### src/rtl/sdram_arb_pkg.sv
// Shared slot timing constants and grant/state encodings for the SDRAM slot arbiter.
package sdram_arb_pkg;

   localparam int SLOT_LEN = 8;
   localparam int PHASE_W  = $clog2(SLOT_LEN);

   typedef logic [PHASE_W-1:0] phase_t;

   localparam phase_t SYNC_HIGH_PHASES = phase_t'(4);
   localparam phase_t ARB_PHASE        = phase_t'(7);
   localparam phase_t CAPTURE_PHASE    = phase_t'(7);

   typedef enum logic [1:0] {
      GNT_NONE,
      GNT_VID,
      GNT_CPU
   } gnt_t;

   typedef enum logic [1:0] {
      INIT,
      WAIT,
      RUN
   } state_t;

endpackage

### src/rtl/sdram_slot_timer.sv
// Free-running 8-phase slot counter with registered sync (high in phases 0..3).
// slot_end is combinational on the last phase; no backpressure.
module sdram_slot_timer
   import sdram_arb_pkg::*;
(
   input  logic   clk,
   input  logic   reset,
   output phase_t phase,
   output logic   sync,
   output logic   slot_end
);

   phase_t phase_nxt;

   assign phase_nxt = phase + 1'b1;
   assign slot_end  = (phase == ARB_PHASE);

   // sync is registered from the next phase so it always matches the current phase
   always_ff @(posedge clk) begin
      if (reset) begin
         phase <= '0;
         sync  <= 1'b1;
      end else begin
         phase <= phase_nxt;
         sync  <= (phase_nxt < SYNC_HIGH_PHASES);
      end
   end

endmodule

### src/rtl/sdram_slot_arbiter.sv
// Slot owner for the sdram controller: init/sync generation, video>CPU arbitration on phase 7,
// ack one cycle after sampling, read data 8 cycles after ack. Macro SDRAM_ARB_FORCED_REFRESH_EN forces idle slots.
module sdram_slot_arbiter
   import sdram_arb_pkg::*;
#(
   parameter int INIT_SLOTS       = 40,
   parameter int REFRESH_INTERVAL = 64
) (
   input  logic        clk,
   input  logic        reset,
   input  logic        vid_req,
   input  logic [19:0] vid_addr,
   output logic        vid_ack,
   output logic        vid_rvalid,
   output logic [15:0] vid_rdata,
   input  logic        cpu_req,
   input  logic        cpu_we,
   input  logic [19:0] cpu_addr,
   input  logic [15:0] cpu_din,
   input  logic [1:0]  cpu_ds,
   output logic        cpu_ack,
   output logic        cpu_rvalid,
   output logic [15:0] cpu_rdata,
   output logic        mem_init,
   output logic        mem_sync,
   output logic        mem_oe,
   output logic        mem_we,
   output logic [19:0] mem_addr,
   output logic [15:0] mem_din,
   output logic [1:0]  mem_ds,
   input  logic [15:0] mem_dout
);

   localparam int WCNT_W = $clog2(INIT_SLOTS + 1);

   if (INIT_SLOTS < 1 || REFRESH_INTERVAL < 1) begin : g_bad_cfg
      $error("sdram_slot_arbiter: INIT_SLOTS and REFRESH_INTERVAL must be at least 1");
   end

   phase_t            phase;
   logic              slot_end;
   logic              capture;
   state_t            state, state_nxt;
   logic [WCNT_W-1:0] wait_cnt, wait_cnt_nxt;
   gnt_t              gnt, cur_gnt;
   logic              force_ref;
   logic              vid_rd_done, cpu_rd_done;

   sdram_slot_timer u_timer (
      .clk      (clk),
      .reset    (reset),
      .phase    (phase),
      .sync     (mem_sync),
      .slot_end (slot_end)
   );

   assign capture     = (phase == CAPTURE_PHASE);
   assign mem_init    = (state == INIT);
   assign vid_rd_done = capture && (cur_gnt == GNT_VID);
   assign cpu_rd_done = capture && (cur_gnt == GNT_CPU) && mem_oe;

`ifdef SDRAM_ARB_FORCED_REFRESH_EN
   localparam int RCNT_W = $clog2(REFRESH_INTERVAL + 1);
   logic [RCNT_W-1:0] ref_cnt;

   // Counts consecutive granted slots; any idle slot lets the controller refresh
   always_ff @(posedge clk) begin
      if (reset)
         ref_cnt <= '0;
      else if (slot_end)
         ref_cnt <= (gnt == GNT_NONE) ? '0 : ref_cnt + 1'b1;
   end

   assign force_ref = (ref_cnt == RCNT_W'(REFRESH_INTERVAL));
`else
   assign force_ref = 1'b0;
`endif

   always_ff @(posedge clk) begin
      if (reset) begin
         state    <= INIT;
         wait_cnt <= '0;
      end else begin
         state    <= state_nxt;
         wait_cnt <= wait_cnt_nxt;
      end
   end

   always_comb begin
      state_nxt    = state;
      wait_cnt_nxt = wait_cnt;
      gnt          = GNT_NONE;
      case (state)
         INIT: if (slot_end) state_nxt = WAIT;
         WAIT: begin
            if (slot_end) begin
               if (wait_cnt == WCNT_W'(INIT_SLOTS - 1)) begin
                  state_nxt    = RUN;
                  wait_cnt_nxt = '0;
               end else begin
                  wait_cnt_nxt = wait_cnt + 1'b1;
               end
            end
         end
         RUN: begin
            if (slot_end && !force_ref) begin
               if (vid_req)      gnt = GNT_VID;
               else if (cpu_req) gnt = GNT_CPU;
            end
         end
         default: state_nxt = INIT;
      endcase
   end

   // Request fields are loaded once per slot and held until the next arbitration edge
   always_ff @(posedge clk) begin
      if (reset) begin
         cur_gnt    <= GNT_NONE;
         mem_oe     <= 1'b0;
         mem_we     <= 1'b0;
         mem_addr   <= '0;
         mem_din    <= '0;
         mem_ds     <= '0;
         vid_ack    <= 1'b0;
         cpu_ack    <= 1'b0;
         vid_rvalid <= 1'b0;
         cpu_rvalid <= 1'b0;
         vid_rdata  <= '0;
         cpu_rdata  <= '0;
      end else begin
         vid_ack    <= (gnt == GNT_VID);
         cpu_ack    <= (gnt == GNT_CPU);
         vid_rvalid <= vid_rd_done;
         cpu_rvalid <= cpu_rd_done;
         if (vid_rd_done) vid_rdata <= mem_dout;
         if (cpu_rd_done) cpu_rdata <= mem_dout;
         if (slot_end) begin
            cur_gnt <= gnt;
            case (gnt)
               GNT_VID: begin
                  mem_oe   <= 1'b1;
                  mem_we   <= 1'b0;
                  mem_addr <= vid_addr;
                  mem_din  <= '0;
                  mem_ds   <= 2'b11;
               end
               GNT_CPU: begin
                  mem_oe   <= !cpu_we;
                  mem_we   <= cpu_we;
                  mem_addr <= cpu_addr;
                  mem_din  <= cpu_din;
                  mem_ds   <= cpu_ds;
               end
               default: begin
                  mem_oe   <= 1'b0;
                  mem_we   <= 1'b0;
                  mem_addr <= '0;
                  mem_din  <= '0;
                  mem_ds   <= '0;
               end
            endcase
         end
      end
   end

endmodule

### config.mk
export PLATFORM = sky130hd
export DESIGN_NAME = sdram_slot_arbiter
export DESIGN_NICKNAME = d
export VERILOG_FILES = /design/src/rtl/sdram_arb_pkg.sv /design/src/rtl/sdram_slot_timer.sv /design/src/rtl/sdram_slot_arbiter.sv
export SDC_FILE = /design/constraint.sdc
export NUM_CORES = 1
export LEC_CHECK = 0
export ABC_CLOCK_PERIOD_IN_PS = 2900
export CAP_MARGIN = 5
export CORE_ASPECT_RATIO = 0.8
export CORE_UTILIZATION = 62
export CTS_CLUSTER_SIZE = 24
export DETAILED_ROUTE_END_ITERATION = 12
export DONT_BUFFER_PORTS = 1
export GPL_TIMING_DRIVEN = 1
export PLACE_DENSITY = 0.78
export SYNTH_ARGS = -nofsm -noshare
export SYNTH_HDL_FRONTEND = slang
export SYNTH_SLANG_ARGS = --single-unit
### constraint.sdc
create_clock -name clk -period 2.9 [get_ports clk]
set_input_delay 0.58 -clock clk [delete_from_list [all_inputs] [get_ports clk]]
set_output_delay 0.58 -clock clk [all_outputs]
set_load 0.02 [all_outputs]
==> impl_metrics.yaml, run 1 <==
synth:
  ys_async_sr_fraction_pct: 0
  syn-num-nets: 507
  synthCells: 422
  yosysSeqAreaShare_pct: 50.38
  synthFlopType: "dfxtp_1"
  yosys.cell_types.count: 36
  synth.cell_area_um2: 3576
  ys_warn_count: 0
  yosysTopAreaCellShare_pct: 50.38
  synth_area_leader_cell: "dfxtp_1"
  synth_edf_count: 0
  synth.area.top_cells: "dfxtp_1 (50%), a21oi_1 (11%), nor2b_1 (7.3%)"
  ys_seq_elements: 90
  syn_area_per_cell_um2: 8.474
sta:
  hold_viol_final: 0
  min_period_ps: 2217
  relSlewSlack_pct: 44.78
  skew_ps: 11.68
  slew_viol_final: 0
  timing.final.ws_setup_ps: 683.2
  setup-tns-final_ps: 0
  setup_viol: 0
  grt_setup_unrepaired: "false"
  max_freq_mhz: 451.1
  period_share_pct: 76.44
  timing.hold.ws_ps: 271.3
  tightest_slew_ps: 828.3
grt:
  overflow: 0
  track_usage_pct: 25.99
  grt_pass1_vias: 2695
  grt_pass1_wl_um: 12220
  grt_max_degree: 88
  antenna_found_initial: 0
final_layout:
  syn2layout_area_growth_pct: 4.584
  layout_commonest_cell: "dfxtp_1"
  final_cell_mix: "dfxtp_1 (90), a21oi_1 (78), nand2_1 (69), nor2_1 (47), nor2b_1 (42)"
  diodes: 0
  drive_above_1_share_pct: 5.854
  fin_nets: 490
  fin_cells: 488
route:
  top_layer_used: "met4"
  vias: 2779
  routedWlPerCell_um: 15.61
  wl_met3_um: 695
  ant_nets: 0
  wl_met2_um: 3517
  drc: 0
  first_pass_iters: 4
  drt-total-wl_um: 7620
  routed_via_density: 5.695
  drtIter0Drc: 162
  wl_met1_um: 3309
power:
  powerDensity_nw_per_um2: 547.4
  leakagePower_nw: 1.473
  total_power_mw: 2.047
  vdd_drop_max_uv: 381.5
place:
  port_buffers: 0
  pre_cts_ws_ps: 673.8
  dpl.hpwl_um: 5053
  dp_cells: 472
  gp_congestion: 0.7930
floorplan:
  io_pins: 157
  die_area_um2: 6077
  initial_core_util_pct: 65.07
  die_y_um: 69.93
  fp-row-count: 24
  core_um2: 5495
  die_x_um: 86.91
run:
  drv_cap: 0
cts:
  htree_levels: 3
  ctsHoldBuffers: 0
  clk_pin_slew_ps: 100
  cts_tree: "built"
  clk_path_buf_depth: 2
  cts.sinks: 90
  cts_resized: 0
  clk_latency_ps: 360
  root_buffer: "clkbuf_8"
  cts_buffers: 9
  postCtsSetupBuffers: 0
worst_hold_path:
  hold_path.class: "input pin to register"
  hold_depth: 1
  hold_start: "reset"
  min_to: "vid_rdata[7]"
worst_setup_path:
  cp.required_ps: 3190
  path_max_fanout: 17
  cp-end-kind: "register"
  timing.rr.start: "u_timer.phase[0]"
  cp-start-kind: "register"
  reg2reg_depth: 9
  rrSetupSlack_ps: 680
  path_class: "register to register"
  r2r_end: "mem_din[10]"
  critPathArrivalTime_ps: 2510
outcome:
  run_status: "finished clean"
cell usage after synthesis, drive strengths merged (2+ instances only):
library cell	number
buf	13
and2b	2
nand3	2
clkbuf	18
nand4b	3
nand2b	3
o21ai	4
a22o	20
and3b	2
o31ai	2
a21oi	78
or3	2
a21o	2
ha	6
dfxtp	90
nor2b	42
nand2	69
nor2	47
nand3b	3
inv	5
cell families after synthesis:
group,after synthesis,synth area share (%)
and+or+nand+nor,181,24.91
AOI/OAI and AO/OA,107,17.49
DFF,90,50.38
buffers and inverters,36,4.583
adders and majority gates,6,2.099
xor gates and xnor gates,1,0.2450
muxes,1,0.2799
critical path: stages (launching register included):
cell,delay [ps]
dfxtp_1,340
ha_1,150
ha_2,160
and3b_1,180
nand3b_1,130
inv_1,110
ha_1,230
and2_1,560
a21oi_1,160
nor2_1,130
sequential cells by signal, summed over array words and instances (netlist names):
signal	flops
mem_addr	20
cpu_rdata	16
mem_din	16
vid_rdata	16
wait_cnt	6
u_timer.phase	3
cur_gnt	2
mem_ds	2
state	2
cpu_ack	1
cpu_rvalid	1
mem_oe	1
mem_we	1
u_timer.sync	1
vid_ack	1
vid_rvalid	1
routing by layer:
metal  GRT usage (%)  vias to the layer above
li1                -                     1371
met1           30.79                     1280
met2           42.78                      117
met3           10.76                       11
met4           7.963                        0
met5               0                        -
power by group:
part | total, mW | switching, mW | internal [mW] | leakage [nW]
Clock | 0.796 | 0.469 | 0.327 | 0.0859
Sequential | 1.24 | 0.00286 | 1.24 | 0.725
Combinational | 0.00966 | 0.00472 | 0.00494 | 0.662
Total | 2.05 | 0.476 | 1.57 | 1.47
metrics by stage:
step	instance area (um^2)	util, %
2_1_floorplan	3576	-
3_3_place_gp	3553	64.66
3_5_place_dp	3553	64.66
4_1_cts	3740	68.06
5_1_grt	3740	68.06
6_report	3740	68.06
how the worst max path moves through the flow:
stage                           from       endpoint  slack (ps)  cells after the start
floorplan           u_timer.phase[0]    mem_din[12]         630                     13
global placement    u_timer.phase[0]  cpu_rdata[10]         780                      6
detailed placement  u_timer.phase[0]    mem_din[10]         670                      9
CTS                 u_timer.phase[0]    mem_din[10]         640                      9
global route        u_timer.phase[0]    mem_din[10]         400                      9
finish              u_timer.phase[0]    mem_din[10]         680                      9
cell type report:
type	instances	area [um^2]
Clock buffer	9	123.9
Fill cell	468	1755
Timing Repair Buffer	3	22.52
Sequential cell	90	1802
Multi-Input combinational cell	296	1613
Tap cell	78	97.59
Inverter	5	18.77
Clock inverter	7	62.56
Note: power is estimated with default switching activity, not from simulation.
==> run 2: changes to the inputs <==
Settings changed: ABC_CLOCK_PERIOD_IN_PS 2900 to 1850, CORE_UTILIZATION 62 to 56, PLACE_DENSITY 0.78 to 0.74.
Clock period 2.9 ns to 1.85 ns, I/O delays scaled along.
==> run 2 against run 1 <==
  * The run now ends with negative setup slack left
  * Critical path type unchanged
  * First-iteration DRC count fell by 27%
  * Largest cell class unchanged
  * Count of clock-buffer cells in the layout unchanged
  * Maximum frequency grew 17%
  * Critical path depth rose by 1
  * Clock skew is 1.3 ps lower
  * Largest power group unchanged
  * Setup slack lost 740 ps
  * Core utilization rose by 0.46 points
  * Sequential power is 57% higher
==> impl_metrics.yaml, run 2 (same netlist as run 1, synthesis figures left out) <==
route:
  drtIter0Drc: 119
  routedWlPerCell_um: 16.07
  routed_via_density: 5.624
  vias: 2857
  ant_nets: 0
  first_pass_iters: 4
  drc: 0
  drt-total-wl_um: 8162
cts:
  cts_buffers: 9
  cts.sinks: 90
  htree_levels: 3
  clk_path_buf_depth: 2
  clk_pin_slew_ps: 100
  clk_latency_ps: 360
  cts_tree: "built"
  ctsHoldBuffers: 0
  root_buffer: "clkbuf_8"
sta:
  hold_viol_final: 0
  grt_setup_unrepaired: "true"
  tightest_slew_ps: 392.7
  slew_viol_final: 0
  skew_ps: 10.36
  min_period_ps: 1903
  max_freq_mhz: 525.6
  relSlewSlack_pct: 73.72
  timing.final.ws_setup_ps: -52.65
  setup_viol: 22
  period_share_pct: 102.8
  timing.hold.ws_ps: 68.22
  setup-tns-final_ps: -598.4
final_layout:
  syn2layout_area_growth_pct: 15.68
  fin_cells: 508
  stdcell_area_um2: 4136
  final_cell_mix: "dfxtp_1 (88), nand2_1 (68), a21oi_1 (57), nor2_1 (47), nor2b_1 (41)"
  largest_register_ffs: 20
  diodes: 0
  seq_area_um2: 1804
  drive_above_1_share_pct: 17.33
  layout_commonest_cell: "dfxtp_1"
  multiInputGateArea_um2: 1774
  fin_nets: 507
  fill_cells: 485
  top_register: "mem_addr"
grt:
  grt_pass1_vias: 2748
  grt_max_degree: 88
  grt_pass1_wl_um: 12660
  overflow: 0
  track_usage_pct: 24.03
  antenna_found_initial: 0
worst_setup_path:
  critPathArrivalTime_ps: 2200
  r2r_end: "mem_addr[2]"
  cp-end-kind: "register"
  timing.rr.start: "u_timer.phase[0]"
  crit_top_cell: "ha_4"
  cpMaxStageDelayCell: "dfxtp_2"
  worstPathCellList: "ha_4 -> ha_4 -> and3b_2 -> nand2_2 -> buf_4 -> ha_4 -> nor2b_4 -> clkbuf_16 -> a21oi_1 -> nor2_1"
  worst-path-buf-inv: 2
  cp.depth: 10
  crit_path_end: "mem_addr[2]"
  rrSetupSlack_ps: -50
  crit_path_max_incr_delay_ps: 340
  cp-startpoint: "u_timer.phase[0]"
  path_class: "register to register"
  path_max_fanout: 10
  path_delay_family: "simple AND/OR/NAND/NOR gates"
  cp-start-kind: "register"
  reg2reg_depth: 10
  cp.required_ps: 2140
place:
  port_buffers: 0
  post_dp_cell_area_um2: 3775
  dpl.hpwl_um: 5371
  dp_cells: 485
  gp_congestion: 0.7586
floorplan:
  die_area_um2: 6711
  initial_core_util_pct: 59.23
  die_x_um: 91.34
  die_y_um: 73.48
  fp-row-count: 25
  io_pins: 157
  core_um2: 6037
power:
  total_power_mw: 3.486
  leakagePower_nw: 1.619
  vdd_drop_max_uv: 642.3
  powerDensity_nw_per_um2: 842.8
run:
  drv_cap: 0
outcome:
  run_status: "complete, but fails checks"
  violations: "negative setup slack"
worst_hold_path:
  hold_path.class: "input pin to register"
[run 2: cell types whose count changed in the layout (fill, tap and decap cells not counted), moves of 3 or more]
cell	delta
buf_12	+4
a21oi_1	-21
ha_4	+5
clkinvlp_4	-3
inv_6	+4
buf_4	+11
ha_1	-4
a21oi_2	+21
[run 2: power by group]
group          switching [mW]  total [mW]  internal, mW
Combinational         0.00944      0.0212        0.0118
Sequential            0.00735        1.95          1.94
Clock                   0.729        1.51         0.785
[run 2: stage by stage]
stage	util [%]	setup WS, ps
final	68.52	-52.65
after global routing	68.52	-163.5
after detailed placement	62.53	-101.4
after floorplan	-	-209.2
after global placement	62.53	-25.11
after CTS	66.82	-53.14
[run 2: layout make-up]
type                       instances  share of cell area (%)
clock inverter                     7                   2.511
multi-input combinational        297                   42.89
tap                               81                   2.450
inverter                           5                  0.4537
timing repair buffer              19                   5.082
sequential                        90                   43.62
clock buffer                       9                   2.995
[run 2: per-layer routing]
| metal | global-route usage [%] | routed length, um | vias to the layer above |
|---|---|---|---|
| met5 | 0 | 0 | - |
| met4 | 8.642 | 137 | 0 |
| met3 | 9.938 | 641 | 14 |
| met2 | 40.91 | 3934 | 103 |
| met1 | 27.55 | 3448 | 1329 |
| li1 | - | - | 1411 |
[run 2: how the worst min path moves through the flow]
stage                          start               end  slack [ps]  cells after the start
global placement    u_timer.phase[0]  u_timer.phase[0]         410                      1
floorplan           u_timer.phase[0]  u_timer.phase[0]         410                      1
detailed placement  u_timer.phase[0]  u_timer.phase[0]         420                      1
finish                         reset      cpu_rdata[9]          70                      1
global route                   reset     vid_rdata[12]          50                      1
CTS                            reset      vid_rdata[9]          50                      1
[run 2: timing repair]
action | in CTS | in global routing
cloned | 0 | 2
pin swaps | 1 | 2
endpoints found under the setup margin | 23 | 40
gates resized for setup | 3 | 12
setup buffers | 1 | 4
